File: src/rtl/uart_transmitter.sv
// uart_transmitter: 16x-oversampled UART transmitter popping a FWFT FIFO.
// config_i = {data_width[1:0], parity_mode[1:0], stop_bits[1:0]}; option UART_TX_BREAK_EN.
module uart_transmitter (
  input  logic       clk_i,
  input  logic       rst_i,
  input  logic       baud_rt_tick_i,
  input  logic [7:0] data_tx_i,
  input  logic       tx_fifo_empty_i,
  input  logic [5:0] config_i,
`ifdef UART_TX_BREAK_EN
  input  logic       break_i,
`endif
  output logic       tx_fifo_read_o,
  output logic       tx_o,
  output logic       busy_o,
  output logic       tx_done_o
);

`ifdef UART_TX_BREAK_EN
  typedef enum logic [2:0] {
    IDLE, START, DATA, PARITY, STOP, BRK, BRK_REL
  } state_t;
`else
  typedef enum logic [2:0] {
    IDLE, START, DATA, PARITY, STOP
  } state_t;
`endif

  state_t     state;
  logic [7:0] data_q;
  logic [1:0] width_q;
  logic [1:0] par_q;
  logic [1:0] stop_q;
  logic [3:0] tick_cnt;
  logic [2:0] bit_idx;
  logic       tx_q;
  logic       done_q;
  logic [7:0] mask;
  logic [2:0] last_idx;
  logic       last_tick;
  logic       par_en;
  logic       par_bit;
  logic       brk_req;

`ifdef UART_TX_BREAK_EN
  assign brk_req = break_i;
`else
  assign brk_req = 1'b0;
`endif

  assign last_tick = baud_rt_tick_i && (tick_cnt == 4'd15);
  assign last_idx  = {1'b1, width_q};
  assign par_en    = par_q[0] ^ par_q[1];

  // Keep only the N transmitted bits for the parity calculation
  always_comb begin
    mask = 8'hff;
    unique case (width_q)
      2'b00:   mask = 8'h1f;
      2'b01:   mask = 8'h3f;
      2'b10:   mask = 8'h7f;
      default: mask = 8'hff;
    endcase
  end

  assign par_bit = (^(data_q & mask)) ^ par_q[1];

  assign tx_fifo_read_o = !rst_i && !brk_req &&
                          !tx_fifo_empty_i && (state == IDLE);
  assign busy_o    = (state != IDLE);
  assign tx_o      = tx_q;
  assign tx_done_o = done_q;

  // Frame FSM; the line register follows the state one cycle later
  always_ff @(posedge clk_i) begin
    if (rst_i) begin
      state    <= IDLE;
      tick_cnt <= 4'd0;
      bit_idx  <= 3'd0;
      tx_q     <= 1'b1;
      done_q   <= 1'b0;
      data_q   <= 8'd0;
      width_q  <= 2'd0;
      par_q    <= 2'd0;
      stop_q   <= 2'd0;
    end else begin
      done_q <= 1'b0;
      if (baud_rt_tick_i)
        tick_cnt <= tick_cnt + 4'd1;
      unique case (state)
        IDLE: begin
          tx_q     <= 1'b1;
          tick_cnt <= 4'd0;
          bit_idx  <= 3'd0;
          if (brk_req) begin
`ifdef UART_TX_BREAK_EN
            state <= BRK;
`endif
          end else if (!tx_fifo_empty_i) begin
            data_q  <= data_tx_i;
            width_q <= config_i[5:4];
            par_q   <= config_i[3:2];
            stop_q  <= config_i[1:0];
            state   <= START;
          end
        end
        START: begin
          tx_q <= 1'b0;
          if (last_tick)
            state <= DATA;
        end
        DATA: begin
          tx_q <= data_q[bit_idx];
          if (last_tick) begin
            if (bit_idx == last_idx) begin
              bit_idx <= 3'd0;
              state   <= par_en ? PARITY : STOP;
            end else begin
              bit_idx <= bit_idx + 3'd1;
            end
          end
        end
        PARITY: begin
          tx_q <= par_bit;
          if (last_tick)
            state <= STOP;
        end
        STOP: begin
          tx_q <= 1'b1;
          if (last_tick) begin
            if (stop_q == 2'b01 && bit_idx == 3'd0) begin
              bit_idx <= 3'd1;
            end else begin
              bit_idx <= 3'd0;
              done_q  <= 1'b1;
              state   <= IDLE;
            end
          end
        end
`ifdef UART_TX_BREAK_EN
        BRK: begin
          tx_q     <= 1'b0;
          tick_cnt <= 4'd0;
          if (!break_i)
            state <= BRK_REL;
        end
        BRK_REL: begin
          tx_q <= 1'b1;
          if (last_tick)
            state <= IDLE;
        end
`endif
        default: state <= IDLE;
      endcase
    end
  end

endmodule

File: config.mk
export PLATFORM = sky130hd
export DESIGN_NAME = uart_transmitter
export DESIGN_NICKNAME = d
export VERILOG_FILES = /design/src/rtl/uart_transmitter.sv
export SDC_FILE = /design/constraint.sdc
export NUM_CORES = 1
export LEC_CHECK = 0
export CORE_MARGIN = 1.5
export CORE_UTILIZATION = 25
export DETAILED_ROUTE_END_ITERATION = 6
export SKIP_LAST_GASP = 1
export SYNTH_ARGS = -nofsm -noshare
export SYNTH_HDL_FRONTEND = slang
export SYNTH_SLANG_ARGS = --single-unit
File: constraint.sdc
create_clock -name clk_i -period 1.94 [get_ports clk_i]
set_clock_uncertainty 0.15 [all_clocks]
set_input_delay 0.582 -clock clk_i [delete_from_list [all_inputs] [get_ports clk_i]]
set_output_delay 0.582 -clock clk_i [all_outputs]
set_load 0.01 [all_outputs]
==> impl_summary.md <==
Route
The detail-routed via count per cell is 4.54. The routed length on met2 is approximately 1400 um. In the routed design, unresolved DRC markers number 0. The sum of routed wire segments on met1 is around 1500 um.

The uppermost metal layer occupied by signal nets is met4. The number of detailed-route iterations in the first pass is 4. After detailed routing, the average wire length per cell comes to 11.7 um. For this block, the routed nets add up to ~3000 um of wire. The violation count after the first detailed-routing iteration is 78. The remaining antenna violation count is 0. Wire segments on met3 add up to 115 um in the final route.

Across all layers, the routed design uses about 1200 vias.

Cells and area
The finished layout holds ~260 standard cells, fillers aside. The antenna diode instance count is 0. The number of nets at the end of the flow is 213. Compared with the post-synthesis result, the final layout area differs by 34.3%.

The proportion of layout cells with a drive suffix above 1 is around 20%. The top cell types in the final layout, fill and taps aside, are sky130_fd_sc_hd__nand2_1 (33), sky130_fd_sc_hd__dfxtp_1 (23), sky130_fd_sc_hd__a21oi_1 (17). The fill cell instance count of the final layout is approximately 540. After routing the design area is roughly 1800 um2.

The library cell used most frequently in the layout, excluding fill and tap cells, is sky130_fd_sc_hd__nand2_1.

CTS
In this run the number of H-tree levels came out at 1. The TritonCTS buffer count is 3. The CTS tree is built.

The clock input transition at the sequential cells of the worst setup and hold paths is 100 ps. Hold repair after CTS inserted 0 buffers. The buffer levels on the longest clock path is 2. The clock latency on the worst-skew pair is 270 ps. The CTS sink count is 26. CTS placed an instance of sky130_fd_sc_hd__clkbuf_8 at the clock tree root.

Logic synthesis
In this run, synthesis produced a sequential element count of 26. The average instance in the mapped netlist occupies around 8.5 um2. Summing the sequential cell areas from Yosys gives a little under two fifths of the chip area. The count of different cell masters after synthesis is just over 40. The number of synthesized flops with an enable pin is 0. The number of nets handed over by synthesis was approximately 180.

By area the synthesized netlist is led by sky130_fd_sc_hd__dfxtp_1 (38%), sky130_fd_sc_hd__nand2_1 (9.1%), sky130_fd_sc_hd__xnor2_1 (7.1%). The fraction of registers with async set/reset is 0%. In the synthesized netlist the dominant register cell turns out to be sky130_fd_sc_hd__dfxtp_1. The count of yosys warnings during synthesis is 0.

The proportion of netlist area held by the largest area contributor is a little under two fifths. The post-synthesis cell count is 160. The cell area after technology mapping is around 1400 um2. The post-synthesis cell type with the largest combined area is sky130_fd_sc_hd__dfxtp_1.

Place
After legalization and detailed placement, the total HPWL measured 2280 um. The routability congestion estimate from global placement is 0.810. Once placement finished, the instance area stood at about 1700 um2.

Counting tap cells, the placed design contains a total of roughly 260 instances. In this run the tool buffered the top-level ports with 21 buffer cells.

GRT
The global routing usage summed across all routing layers is 11.3%. The first global-routing pass estimated between 5000 and 6000 um of wire. The number of global-route vias before repair is approximately 1200.

The total overflow left after global routing is 0. Entering global routing, the biggest net connects 26 pins. The initial antenna violation count is 0.

STA
The number of setup violations in the final report is 2. The setup slack after layout is -254 ps. The final-report hold violation count is 0.

The final period demand of the worst path is 2190 ps. The setup TNS is -395 ps. For this run, the top clock speed supported by timing is 0.456 GHz. Setup repair after global routing could not meet its margin everywhere. The worst slew slack as a fraction of its limit is around 76%. The final critical path takes up 113% of the cycle. The max-slew violation count is 0.

At the pin with the least slew margin, the transition time is around 360 ps.

Setup path
The worst register-to-register path has a setup slack of approximately 160 ps. STA classifies the critical path startpoint as a flip-flop. The startpoint of the worst-slack reg-to-reg timing path is tick_cnt[0]. Of all nets on the critical path, the largest fanout is 2.

The logic depth of the worst register-to-register path is 6. In this run the critical register-to-register path is captured at state[1]. For the worst setup path, the data required time is ~1200 ps. Data arrives at the worst endpoint at 1460 ps. The critical path capture point type is an output port.

By startpoint and endpoint, the worst setup path is classified as flip-flop to output port.

Floorplan
Row generation in the floorplan step produced 26 rows. The die width is 76.9 um. The count of pins on the block boundary is 22. From bottom edge to top edge, the die measures around 77 um. The die covers a little under 6000 um2. The effective utilization at floorplan is between 20% and 30%. The total area inside the core boundary comes to about 5200 um2.

Flow run
The total of max-cap violations is 0.

Hold path
Counting instances, the worst hold path has a depth of 2. For hold timing, the worst endpoint is stop_q[1]. The path class of the tightest hold or removal check is flip-flop to flip-flop. The startpoint of the lowest-slack hold path is stop_q[1].

Power
Power spread over the standard cell area amounts to approximately 1000 nW/um2. The power after layout is around 1900 uW. The maximum VDD drop is around 0.38 mV. The analysis attributes to cell leakage a power of 0.000667 uW.

Status
The run finished, with violations left. The checks that failed: setup timing.
-- worst max-delay path by stage --
| stage | start | endpoint | cells past startpoint |
|---|---|---|---|
| global placement | tx_fifo_empty_i | tx_fifo_read_o | 4 |
| floorplan | state[0] | tx_fifo_read_o | 5 |
| detailed placement | tx_fifo_empty_i | tx_fifo_read_o | 4 |
| CTS | state[2] | tx_fifo_read_o | 4 |
| finish | state[2] | tx_fifo_read_o | 4 |
| global route | state[2] | tx_fifo_read_o | 4 |
-- state kept, by name (all words and copies together), names as in the netlist --
| signal | cells |
|---|---|
| tx_done_o | 1 |
| bit_idx | 3 |
| width_q | 2 |
| par_q | 2 |
| state | 3 |
| tick_cnt | 4 |
| stop_q | 2 |
| data_q | 8 |
| tx_o | 1 |
-- stage by stage --
stage	util [%]	worst slack (ps)	hold slack, ps
2_1_floorplan	-	-84.2	282
3_3_place_gp	33.5	-759	292
3_5_place_dp	33.5	-749	305
4_1_cts	34.8	-318	319
5_1_grt	35.5	-309	343
6_report	35.5	-254	313
-- cells in the mapped netlist, types with 2 or more instances --
cell type,instances
sky130_fd_sc_hd__o31ai_1,2
sky130_fd_sc_hd__ha_1,3
sky130_fd_sc_hd__a21o_1,2
sky130_fd_sc_hd__nand4_1,3
sky130_fd_sc_hd__xor2_1,3
sky130_fd_sc_hd__nor2_1,10
sky130_fd_sc_hd__o21ai_1,2
sky130_fd_sc_hd__nor3_1,4
sky130_fd_sc_hd__buf_2,3
sky130_fd_sc_hd__buf_4,2
sky130_fd_sc_hd__mux4_2,2
sky130_fd_sc_hd__clkbuf_1,2
sky130_fd_sc_hd__mux2i_1,3
sky130_fd_sc_hd__nand3_1,5
sky130_fd_sc_hd__xnor2_1,11
sky130_fd_sc_hd__o21ai_0,2
sky130_fd_sc_hd__dfxtp_1,26
sky130_fd_sc_hd__nand2_1,33
sky130_fd_sc_hd__a21oi_1,17
sky130_fd_sc_hd__inv_1,4
-- kinds of logic (layout without fill, tap and decap cells) --
family	after synthesis	after routing	share of synthesized area, %
and+or+nand+nor	64	64	21.9
AOI/OAI and AO/OA	34	34	17.0
DFF	26	26	38.1
xor gates and xnor gates	14	14	8.97
buffers and inverters	13	44	4.94
muxes	5	5	5.49
adders and majority gates	4	4	3.57
-- metal layers --
layer,GRT usage (%),vias to the layer above
met2,17.5,19
met1,15.6,543
met4,3.89,0
li1,-,618
met5,0,-
met3,2.26,4
-- cell type report --
class / count / area, um2 / area share [%]
Tap cell: 70 / 87.6 / 4.77
Sequential cell: 26 / 524 / 28.6
Clock buffer: 3 / 41.3 / 2.25
Timing Repair Buffer: 35 / 334 / 18.2
Inverter: 5 / 18.8 / 1.02
Multi-Input combinational cell: 121 / 800 / 43.6
Clock inverter: 1 / 30.0 / 1.64
-- power by group --
| group | total, uW | leakage [uW] | switching [uW] | internal (uW) |
|---|---|---|---|---|
| Combinational | 790 | 0.000418 | 393 | 397 |
| Sequential | 667 | 0.000214 | 57.4 | 610 |
| Clock | 459 | 0.0000357 | 183 | 276 |
| Total | 1920 | 0.000667 | 633 | 1280 |
-- critical path, stage by stage, from the launching register on --
cell	delay (ps)
sky130_fd_sc_hd__dfxtp_2	330
sky130_fd_sc_hd__or3_4	380
sky130_fd_sc_hd__or2_4	250
sky130_fd_sc_hd__nor2_4	120
sky130_fd_sc_hd__buf_6	120
-- repair_timing --
action,4_1_cts,5_1_grt
setup endpoints to repair,6,6
buffers inserted,0,1
gates resized for setup,12,8
pin swaps,3,3
hold endpoints to repair,0,0
Note: power is estimated with default switching activity, not from simulation.
==> RTL edit 1 (same settings) <==
The 5 states of `state_t` get a one-hot encoding in 5 bits.
--- a/src/rtl/uart_transmitter.sv
+++ b/src/rtl/uart_transmitter.sv
@@ -22,6 +22,6 @@
   } state_t;
 `else
-  typedef enum logic [2:0] {
-    IDLE, START, DATA, PARITY, STOP
+  typedef enum logic [4:0] {
+    IDLE = 5'b00001, START = 5'b00010, DATA = 5'b00100, PARITY = 5'b01000, STOP = 5'b10000
   } state_t;
 `endif
Check against the original RTL: no difference found for any inputs over 10 cycles, from zero or initial values and one cycle with rst_i high; not proved beyond that.
==> RTL edit 1 against the unedited design <==
- the run still ends with setup timing left
- critical path type unchanged
- synthesized area grew 19%
- via count grew 21%
- global-route usage shrank 0.17 points
- wire length grew 25%
- largest power group unchanged
- final cell count grew 18%
- count of clock-buffer cells in the layout is the same
- sequential cell count grew 2
- total power grew 41%
- setup slack gained 0.16 ns
- design area grew 22%
==> RTL edit 1: results <==
status:
  status: "finished with violations"
  violations: "setup timing"
logic_synthesis:
  synthTopCellsByArea: "dfxtp_1, nand2_1, a21oi_1, xnor2_1, xor2_1"
  synth_cell_types: 46
  synth_nets: 208
  synthArstFlopShare_pct: 0
  seq_area_frac_synth_pct: 34.6
  avgSynthCellArea_um2: 8.66
  synth_common_cells: "nand2_1, dfxtp_1, a21oi_1, xnor2_1, nor2_1"
place:
  dp_cells: 295
  hpwl_mm: 2.77
  placedInstanceArea_um2: 2010
  post-place-ws_ns: -0.731
  place_congestion: 0.895
route:
  route.vias.total: 1428
  drt_first_iter_violations: 64
  avgViaCountPerCell: 4.64
  wl_per_cell_um: 12.5
  drt_pass1_iterations: 4
worst_setup_path:
  path_class: "reg -> out"
  r2r-start: "state[3]"
  max_stage_delay_ns: 0.35
  critical-path-top-delay-family: "simple AND/OR/NAND/NOR gates"
  cp_slowest_cell: "dfxtp_2"
  rrSetupSlack_ns: 0.07
  cp_data_arrival_time_ns: 1.31
  r2r-end: "bit_idx[2]"
  worstSetupEndpoint: "tx_fifo_read_o"
grt:
  antenna_found_initial: 0
  grt_max_degree: 29
  grt_usage_pct: 11.2
  grt_pass1_wl_mm: 6.33
floorplanning:
  die_width_um: 83.5
layout:
  seq_area_share_pct: 25.5
  multi_input_gates: 141
  clkCellAreaFrac_pct: 3.20
  top_regs: "data_q (8), state (5), tick_cnt (4)"
  layout-drive-gt1-share_pct: 27.3
  nFillCells: 668
  final_nets: 253
  inverters: 7
  multi_input_area_um2: 1020
  nFlopsAndLatches: 28
  buffer_area_share_pct: 20.2
  nNonClkBuffers: 51
timing:
  worst_pin_slew_ns: 0.354
  finalSetupViolCount: 2
  setup_slack_ns: -0.0994
power:
  leakagePower_nw: 0.830
  ir_drop_mv: 0.487
clocking:
  h-tree-depth: 1
[RTL edit 1: cell families after synthesis]
group	share of synthesized area [%]
and+or+nand+nor	22.5
AOI/OAI and AO/OA	19.1
DFF	34.6
xor gates and xnor gates	9.73
buffers and inverters	7.26
muxes	4.48
adders and majority gates	2.32
[RTL edit 1: per-layer routing]
metal / global-route usage, % / wire length, µm / up-vias
li1: - / - / 739
met1: 12.9 / 1730 / 666
met2: 21.1 / 1990 / 19
met3: 1.78 / 86 / 4
met4: 3.13 / 36 / 0
met5: 0 / 0 / -
[RTL edit 1: what timing repair did]
action,4_1_cts,5_1_grt
cloned,0,0
gates resized for setup,23,12
endpoints found under the setup margin,4,9
buffers inserted,5,4
pin swaps,3,4
hold buffers,0,0
[RTL edit 1: per-stage QoR]
stage / setup TNS, ns / util (%) / hold WS (ns)
floorplan: 0 / - / 0.281
global placement: -2.01 / 31.8 / 0.299
detailed placement: -2.02 / 31.8 / 0.310
CTS: -0.113 / 34.0 / 0.327
global route: -0.272 / 35.4 / 0.352
finish: -0.154 / 35.4 / 0.325
[RTL edit 1: worst min path at each step]
stage / start / endpoint / slack, ns / depth (start not counted)
3_5_place_dp: stop_q[0] / stop_q[0] / 0.31 / 2
2_1_floorplan: stop_q[0] / stop_q[0] / 0.28 / 2
6_report: par_q[0] / par_q[0] / 0.33 / 2
4_1_cts: stop_q[0] / stop_q[0] / 0.33 / 2
3_3_place_gp: stop_q[0] / stop_q[0] / 0.30 / 2
5_1_grt: stop_q[0] / stop_q[0] / 0.35 / 2
[RTL edit 1: where the power goes]
group          internal [mW]  total [mW]  switching, mW
Sequential             0.674       0.753         0.0791
Clock                  0.277       0.467          0.190
Combinational          0.763        1.49          0.728
Total                   1.71        2.71          0.997
==> RTL edit 2 (config.mk and constraints unchanged) <==
Made on the original files. Build with the macro `UART_TX_BREAK_EN` defined.
--- a/src/rtl/uart_transmitter.sv
+++ b/src/rtl/uart_transmitter.sv
@@ -1,4 +1,6 @@
 // uart_transmitter: 16x-oversampled UART transmitter popping a FWFT FIFO.
 // config_i = {data_width[1:0], parity_mode[1:0], stop_bits[1:0]}; option UART_TX_BREAK_EN.
+`define UART_TX_BREAK_EN
+
 module uart_transmitter (
   input  logic       clk_i,
Ports: changed (added break_i); port bits go from 22 to 23. The function was not compared with the original's and may differ.
==> RTL edit 2 against the unedited design <==
- the flow still finishes with violations (setup timing)
- wire length rose by 25%
- sequential share of layout area decreased by 3.4 points
- synthesized area rose by 8.5%
- utilization grew 2.2 points
- setup slack improved by 0.11 ns
- sequential cell count stayed put
- hold slack better by 0.0022 ns
- total power up 32%
- combinational power is 70% higher
- design area increased by 15%
- synthesized cell count is 14% higher
- critical path type is now in -> out
- highest routed layer unchanged
==> RTL edit 2: results <==
clocking:
  clk_latency_ns: 0.28
  h-tree-depth: 1
  root_buffer: "clkbuf_8"
  clkTransAtPathRegs_ns: 0.09
  numCtsBuffers: 3
  clk_path_buf_depth: 2
grt:
  antenna_found_initial: 0
  grt_usage_pct: 11.9
  grt_pass1_wl_mm: 6.04
  grt_max_degree: 25
  first_global_vias: 1313
logic_synthesis:
  synth_cell_types: 51
  synth_nets: 204
  synth_common_cells: "nand2_1, dfxtp_1, a21oi_1, nor2_1, xnor2_1"
  synthTopCellsByArea: "dfxtp_1, nand2_1, a21oi_1, xnor2_1, xor2_1"
  synth_ff_type: "dfxtp_1"
  synthArstFlopShare_pct: 0
  seq_area_frac_synth_pct: 35.1
  yosys_warnings: 0
worst_setup_path:
  worstSetupEndpoint: "tx_fifo_read_o"
  cp_slowest_cell: "clkdlybuf4s50_1"
  r2r-start: "bit_idx[0]"
  ff2ff_path_depth: 6
  worst-path-max-fanout: 2
  cp_data_arrival_time_ns: 1.35
  startpoint: "rst_i"
  max_stage_delay_ns: 0.49
  critical-path-top-delay-family: "buffers and inverters"
  r2r-end: "tx_o"
  rrSetupSlack_ns: 0.02
power:
  power_switching_mw: 0.915
  ir_drop_mv: 0.531
  leakagePower_nw: 0.808
route:
  avgViaCountPerCell: 4.83
  drt_pass1_iterations: 4
  drt_first_iter_violations: 69
  ant_nets: 0
  drt-total-wl_mm: 3.82
worst_hold_path:
  hp-class: "reg -> reg"
  hold_path_startpoint: "stop_q[0]"
layout:
  final_nets: 250
  layout-drive-gt1-share_pct: 29.5
  diodes: 0
  nFillCells: 606
  top_regs: "data_q (8), tick_cnt (4)"
status:
  violations: "setup timing"
  status: "finished with violations"
place:
  hpwl_mm: 2.67
  io_buffers: 22
  place_congestion: 0.852
timing:
  finalSetupViolCount: 1
  setup_slack_ns: -0.140
  worst_pin_slew_ns: 0.356
[RTL edit 2: cell count changes after synthesis, moves of 3 or more]
cell / unedited run / this run
nand3_1: 5 / 2
a21oi_1: 17 / 22
nand2_1: 33 / 38
xnor2_1: 11 / 6
[RTL edit 2: layer usage]
layer	up-vias	track usage, %	routed length (µm)
met5	-	0	0
met4	0	4.83	57
met3	5	1.14	110
met2	27	18.8	1850
met1	674	16.5	1810
li1	737	-	-
[RTL edit 2: power by group through the flow]
stage,registers (mW),clock network [mW],logic [mW]
floorplan,0.706,0,0.769
global placement,0.728,0,1.18
detailed placement,0.729,0,1.18
CTS,0.727,0.475,1.24
global route,0.752,0.487,1.47
finish,0.738,0.454,1.34
[RTL edit 2: worst register-to-register path, cell delays in order (launching register included)]
cell	delay, ns
dfxtp_4	0.39
buf_4	0.12
mux4_2	0.48
nand2b_1	0.15
a311o_1	0.30
nor3b_2	0.16
a21oi_1	0.06
[RTL edit 2: worst min path at each step]
stage,to,slack (ns),depth (start not counted)
3_3_place_gp,stop_q[1],0.30,2
6_report,stop_q[0],0.32,2
5_1_grt,stop_q[0],0.34,2
3_5_place_dp,stop_q[1],0.30,2
4_1_cts,stop_q[1],0.32,2
2_1_floorplan,stop_q[0],0.28,2
[RTL edit 2: cell type report]
type                       count  area share, %
multi-input combinational    139           45.2
clock inverter                 1           1.42
clock buffer                   3           1.95
inverter                       5           1.12
timing repair buffer          53           20.9
tap                           72           4.26
sequential                    26           25.1
[RTL edit 2: timing repair]
action	CTS	global route
setup endpoints to repair	6	8
resized for setup	22	18
buffers inserted	3	3
hold endpoints to repair	0	0
pin swaps	7	8
[RTL edit 2: cell families (layout without fill, tap and decap cells)]
group	after synthesis	after routing	share of synthesized area (%)
compound gates	44	44	18.5
xor+xnor	12	12	8.02
fa+ha+maj	3	3	2.53
buf+inv	17	62	6.16
flops	26	26	35.1
mux	5	5	4.30
simple gates	75	75	25.4
[RTL edit 2: stage by stage]
step,setup slack (ns),std cells,TNS (ns),cell area (µm²),power (mW)
6_report,-0.140,299,-0.140,2110,2.53
3_3_place_gp,-0.902,289,-5.92,1940,1.91
3_5_place_dp,-0.913,289,-6.22,1940,1.91
5_1_grt,-0.174,299,-0.347,2110,2.71
4_1_cts,-0.232,296,-0.233,2050,2.44
2_1_floorplan,-0.0989,182,-0.0989,1520,1.47
